**src/rtl/regfile_wb_sched.sv**
```systemverilog
// Write-back scheduler: round-robin arbitration of the register-file write port
// plus a per-register busy scoreboard. Optional forwarding of the write stage: WB_BYPASS_EN.
module regfile_wb_sched #(
  parameter int NREQ = 3,
  parameter int XLEN = 32,
  parameter int NREG = 32
) (
  input  logic                 clk_i,
  input  logic                 rst_i,
  input  logic [NREQ-1:0]      req_valid_i,
  input  logic [NREQ*5-1:0]    req_rd_i,
  input  logic [NREQ*XLEN-1:0] req_data_i,
  output logic [NREQ-1:0]      req_ready_o,
  input  logic                 rsv_en_i,
  input  logic [4:0]           rsv_rd_i,
  input  logic [4:0]           rs1_i,
  input  logic [4:0]           rs2_i,
  input  logic                 rs1_use_i,
  input  logic                 rs2_use_i,
  output logic                 stall_o,
`ifdef WB_BYPASS_EN
  output logic                 fwd1_o,
  output logic                 fwd2_o,
  output logic [XLEN-1:0]      fwd_data1_o,
  output logic [XLEN-1:0]      fwd_data2_o,
`endif
  output logic [4:0]           rsW_o,
  output logic [XLEN-1:0]      dataW_o,
  output logic                 RegWEn_o,
  output logic                 err_o
);

  localparam int PW = $clog2(NREQ);
  localparam int AW = $clog2(NREG);

  logic [PW-1:0]   ptr_q, ptr_d;
  logic [NREG-1:0] busy_q, busy_d;
  logic            wen_q, wen_d;
  logic [4:0]      rsw_q, rsw_d;
  logic [XLEN-1:0] data_q, data_d;
  logic            err_q, err_d;

  logic [NREQ-1:0] grant;
  logic [PW-1:0]   gnt_idx, idx;
  logic            found, xfer;
  logic [4:0]      sel_rd;
  logic [XLEN-1:0] sel_data;
  logic            rsv_err, wr_err;
  logic            hit1, hit2;

  // Round-robin: first asserted valid at or after ptr wins; nothing is granted in reset.
  // NOTE: every variable written in an always_comb gets a default first, so no latch is inferred.
  always_comb begin
    grant   = '0;
    gnt_idx = '0;
    idx     = '0;
    found   = 1'b0;
    for (int i = 0; i < NREQ; i++) begin
      idx = PW'((int'(ptr_q) + i) % NREQ);
      if (!found && req_valid_i[idx]) begin
        found   = 1'b1;
        gnt_idx = idx;
      end
    end
    xfer = found && !rst_i;
    if (xfer) grant[gnt_idx] = 1'b1;
  end

  always_comb begin
    sel_rd   = '0;
    sel_data = '0;
    for (int k = 0; k < NREQ; k++) begin
      if (gnt_idx == PW'(k)) begin
        sel_rd   = req_rd_i[k*5 +: 5];
        sel_data = req_data_i[k*XLEN +: XLEN];
      end
    end
  end

  always_comb begin
    ptr_d  = ptr_q;
    wen_d  = xfer && (sel_rd != 5'd0);
    rsw_d  = rsw_q;
    data_d = data_q;
    busy_d = busy_q;
    if (xfer) ptr_d = (gnt_idx == PW'(NREQ - 1)) ? '0 : gnt_idx + 1'b1;
    // Writes to x0 complete the handshake but leave the write port idle.
    if (wen_d) begin
      rsw_d  = sel_rd;
      data_d = sel_data;
    end
    if (wen_q) busy_d[rsw_q[AW-1:0]] = 1'b0;
    if (rsv_en_i) busy_d[rsv_rd_i[AW-1:0]] = 1'b1;
    busy_d[0] = 1'b0;
    rsv_err = rsv_en_i && busy_q[rsv_rd_i[AW-1:0]] && !(wen_q && (rsw_q == rsv_rd_i));
    wr_err  = xfer && (sel_rd != 5'd0) && !busy_q[sel_rd[AW-1:0]];
    err_d   = err_q || rsv_err || wr_err;
  end

  // NOTE: state registers use non-blocking assignments so every flop samples pre-edge values.
  always_ff @(posedge clk_i) begin
    if (rst_i) begin
      ptr_q  <= '0;
      busy_q <= '0;
      wen_q  <= 1'b0;
      rsw_q  <= '0;
      data_q <= '0;
      err_q  <= 1'b0;
    end else begin
      ptr_q  <= ptr_d;
      busy_q <= busy_d;
      wen_q  <= wen_d;
      rsw_q  <= rsw_d;
      data_q <= data_d;
      err_q  <= err_d;
    end
  end

`ifdef WB_BYPASS_EN
  // A source matching the register written this cycle takes the write data instead of stalling.
  assign hit1        = wen_q && rs1_use_i && (rsw_q == rs1_i);
  assign hit2        = wen_q && rs2_use_i && (rsw_q == rs2_i);
  assign fwd1_o      = hit1;
  assign fwd2_o      = hit2;
  assign fwd_data1_o = data_q;
  assign fwd_data2_o = data_q;
`else
  assign hit1 = 1'b0;
  assign hit2 = 1'b0;
`endif

  assign stall_o     = (rs1_use_i && busy_q[rs1_i[AW-1:0]] && !hit1) ||
                       (rs2_use_i && busy_q[rs2_i[AW-1:0]] && !hit2);
  assign req_ready_o = grant;
  assign rsW_o       = rsw_q;
  assign dataW_o     = data_q;
  assign RegWEn_o    = wen_q;
  assign err_o       = err_q;

endmodule

```
**config.mk**
```make
export PLATFORM = sky130hd
export DESIGN_NAME = regfile_wb_sched
export DESIGN_NICKNAME = d
export VERILOG_FILES = /design/src/rtl/regfile_wb_sched.sv
export SDC_FILE = /design/constraint.sdc
export NUM_CORES = 1
export LEC_CHECK = 0
export ABC_AREA = 0
export BUFFER_PORTS_ARGS = -buffer_cell sky130_fd_sc_hd__clkbuf_2
export CAP_MARGIN = 5
export CORE_MARGIN = 1.5
export CORE_UTILIZATION = 52
export CTS_BUF_LIST = sky130_fd_sc_hd__clkbuf_8
export DETAILED_ROUTE_END_ITERATION = 7
export GPL_TIMING_DRIVEN = 0
export PLACE_DENSITY_LB_ADDON = 0.25
export SYNTH_ARGS = -nofsm -noshare
export SYNTH_HDL_FRONTEND = slang
export SYNTH_SLANG_ARGS = --single-unit
```
**constraint.sdc**
```tcl
create_clock -name clk_i -period 5.8 [get_ports clk_i]
set_input_delay 1.74 -clock clk_i [delete_from_list [all_inputs] [get_ports clk_i]]
set_output_delay 1.74 -clock clk_i [all_outputs]
set_load 0.05 [all_outputs]
```
==> flow_summary.toml <==
[place]
io_buffers = 166
dp.cells = 864
dpl.hpwl_um = 12400
pre_cts_ws_ns = 0.0297
gp_congestion = 0.980

[power_and_ir_drop]
power_density_nw_per_um2 = 470
power.leakage_nw = 2.51
power_mw = 2.82
vdd_drop_max_v = 0.000295

[synthesis]
syn-cell-area_um2 = 4800
synth_nets = 728
synth_seq_area_share_pct = 30.0
synth_top_area_share_pct = 30.0
syn_area_per_cell_um2 = 8.14
yosysMostFrequentCell = "nand2_1"
synth_seq_cells = 72
synthTopCellsByArea = "dfxtp_1 30%, mux4_2 12%, nand2_1 9.4%"
postSynthCellCount = 590
synth_edf_count = 0
ys.flop_type = "dfxtp_1"
yosysWarnings = 0
synth_cell_types = 59
synthTopCellsByCount = "120 x nand2_1, 72 x dfxtp_1, 66 x a21oi_1, 51 x nor2_1, 41 x o21ai_0"
yosysTopAreaCell = "dfxtp_1"
async_flop_share_pct = 0

[routing]
wl_per_cell_um = 18.5
first_pass_iters = 5
drc = 0
ant_nets = 0
drt-total-wl_um = 16300
vias_per_cell = 6.23
drt_iter0_drc = 568
vias = 5479

[clocking]
cts_tree = "done"
cts.sinks = 72
numCtsBuffers = 9
clk_latency_ns = 0.35
clk_pin_slew_ns = 0.07
clockBufferDepth = 2
cts_root_buf = "clkbuf_8"
cts_htree_levels = 3
hold_buffers = 0

[setup_path]
cp_max_fo = 9
reg2reg_depth = 14
reg2reg_from = "ptr_q[0]$_SDFFE_PP0P_"
criticalPathCategory = "input port to output pin"
worst_r2r_endpoint = "err_o$_SDFF_PP0_"
crit_path_end_kind = "output pin"
arrival_ns = 3.82
required_ns = 4.06
worstSetupStartpointType = "input port"
r2r_setup_slack_ns = 2.12

[sta]
tightest_slew_ns = 1.21
fin_ws_ns = 0.237
fmaxAchievable_mhz = 180
timing.final.crit_share_pct = 95.9
clock_skew_ns = 0.00827
finalSetupViolations = 0
slew_headroom_pct = 19.4
min_period_ns = 5.56
hold_viol = 0
rsz0062_at_grt = "false"
maxSlewViolCount = 0
setup-tns-final_ns = 0

[global_route]
track_usage_pct = 33.1
grt_pass1_wl_um = 25700
use_met2_pct = 53.3
antenna_found_initial = 0
grt_pass1_vias = 5223
grt_overflow = 0
met1_usage_pct = 43.7
grt_max_degree = 13
grtUsageMet3_pct = 7.73
busiest_layer = "met2"

[die]
ios = 177
fp.dieH_um = 99.1
die_area_um2 = 9820
core_area_um2 = 8850
die_width_um = 99.1
core.rowCount = 34
start_util_pct = 54.3

[worst_hold_path]
holdPathStages = 2
hold_start = "dataW_o[26]$_SDFFE_PP0P_"
whs_endpoint = "dataW_o[26]$_SDFFE_PP0P_"
hold_class = "flip-flop to flip-flop"

[finish]
final_nets = 905
regArea_um2 = 1440
finish.utilization_pct = 67.7
diodes = 0
nFillCells = 792
area_delta_synth_final_pct = 24.7
multi_input_area_um2 = 3100
drive_gt1_share_pct = 31.9
fin_cells = 880

[run]
maxCapViolCount = 0

[status]
outcome = "finished clean"
-- area by class of cell --
type | count | area share, %
Sequential cell | 72 | 24.1
Multi-Input combinational cell | 460 | 51.7
Tap cell | 108 | 2.25
Inverter | 10 | 0.626
Clock inverter | 6 | 1.38
Buffer | 48 | 3.84
Clock buffer | 10 | 2.30
Timing Repair Buffer | 166 | 13.9
-- cells by family (layout without fill, tap and decap cells) --
kind of cell             count (synthesis)  after routing  share of synthesized area [%]
XOR/XNOR                                 5              5                          0.911
AND/OR/NAND/NOR                        219            219                           20.2
AO/OA/AOI/OAI                          182            182                           24.9
adder cells (fa/ha/maj)                  4              4                           1.04
buffers and inverters                   58            240                           5.52
flip-flops                              72             72                           30.0
multiplexers                            50             50                           17.4
-- through the flow --
stage / hold WS (ns) / instance area [µm²]
2_1_floorplan: 0.479 / 4800
3_3_place_gp: 0.439 / 5770
3_5_place_dp: 0.445 / 5770
4_1_cts: 0.457 / 5990
5_1_grt: 0.471 / 5990
6_report: 0.459 / 5990
-- sequential cells by signal, indices dropped and copies added (netlist names) --
signal and count:
dataW_o 32, busy_q 31, rsW_o 5, ptr_q 2, RegWEn_o 1, err_o 1
-- worst max path at each step --
stage | from | slack [ns] | endpoint
final | rs2_i[1] | 0.24 | stall_o
after CTS | rs2_i[0] | 0.03 | stall_o
after global placement | rs2_i[0] | 0.08 | stall_o
after global routing | req_valid_i[1] | 0.15 | req_ready_o[0]
after detailed placement | rs2_i[0] | 0.03 | stall_o
after floorplan | rs2_i[0] | 0.24 | stall_o
-- per-layer routing --
layer / part of all wire, % / up-vias
met5: 0 / -
met1: 40 / 2579
met2: 47 / 333
li1: - / 2522
met3: 11 / 45
met4: 2.5 / 0
-- power breakdown --
group	leakage [nW]	internal [mW]	total [mW]	switching, mW
Combinational	1.81	0.525	1.69	1.17
Sequential	0.589	0.602	0.678	0.0756
Clock	0.112	0.252	0.448	0.196
-- what timing repair did --
| item | 4_1_cts | 5_1_grt |
|---|---|---|
| endpoints found under the setup margin | 0 | 1 |
| setup buffers | 0 | 0 |
| resized for setup | 0 | 4 |
-- worst max-delay path: stages --
cell,delay (ns)
clkbuf_1,0.36
mux2_2,0.39
nand2_1,0.06
o21ai_0,0.10
mux4_2,0.46
mux2_2,0.27
a22o_1,0.22
clkbuf_2,0.23
-- cells in the final DEF (no fill, tap or decap), types with 5 or more instances in the layout --
cell type,instances
dfxtp_1,72
or3_1,9
o21ai_0,41
clkbuf_8,10
a22oi_1,12
inv_1,9
clkbuf_1,31
a311o_1,18
a21oi_1,66
nor2_1,51
a311oi_1,9
nand3_1,5
mux2i_1,14
clkbuf_2,170
buf_2,6
nand2_1,120
nand3b_1,10
mux2_2,10
mux4_2,26
o22ai_1,6
No activity file was read; power rests on OpenSTA's default activity.
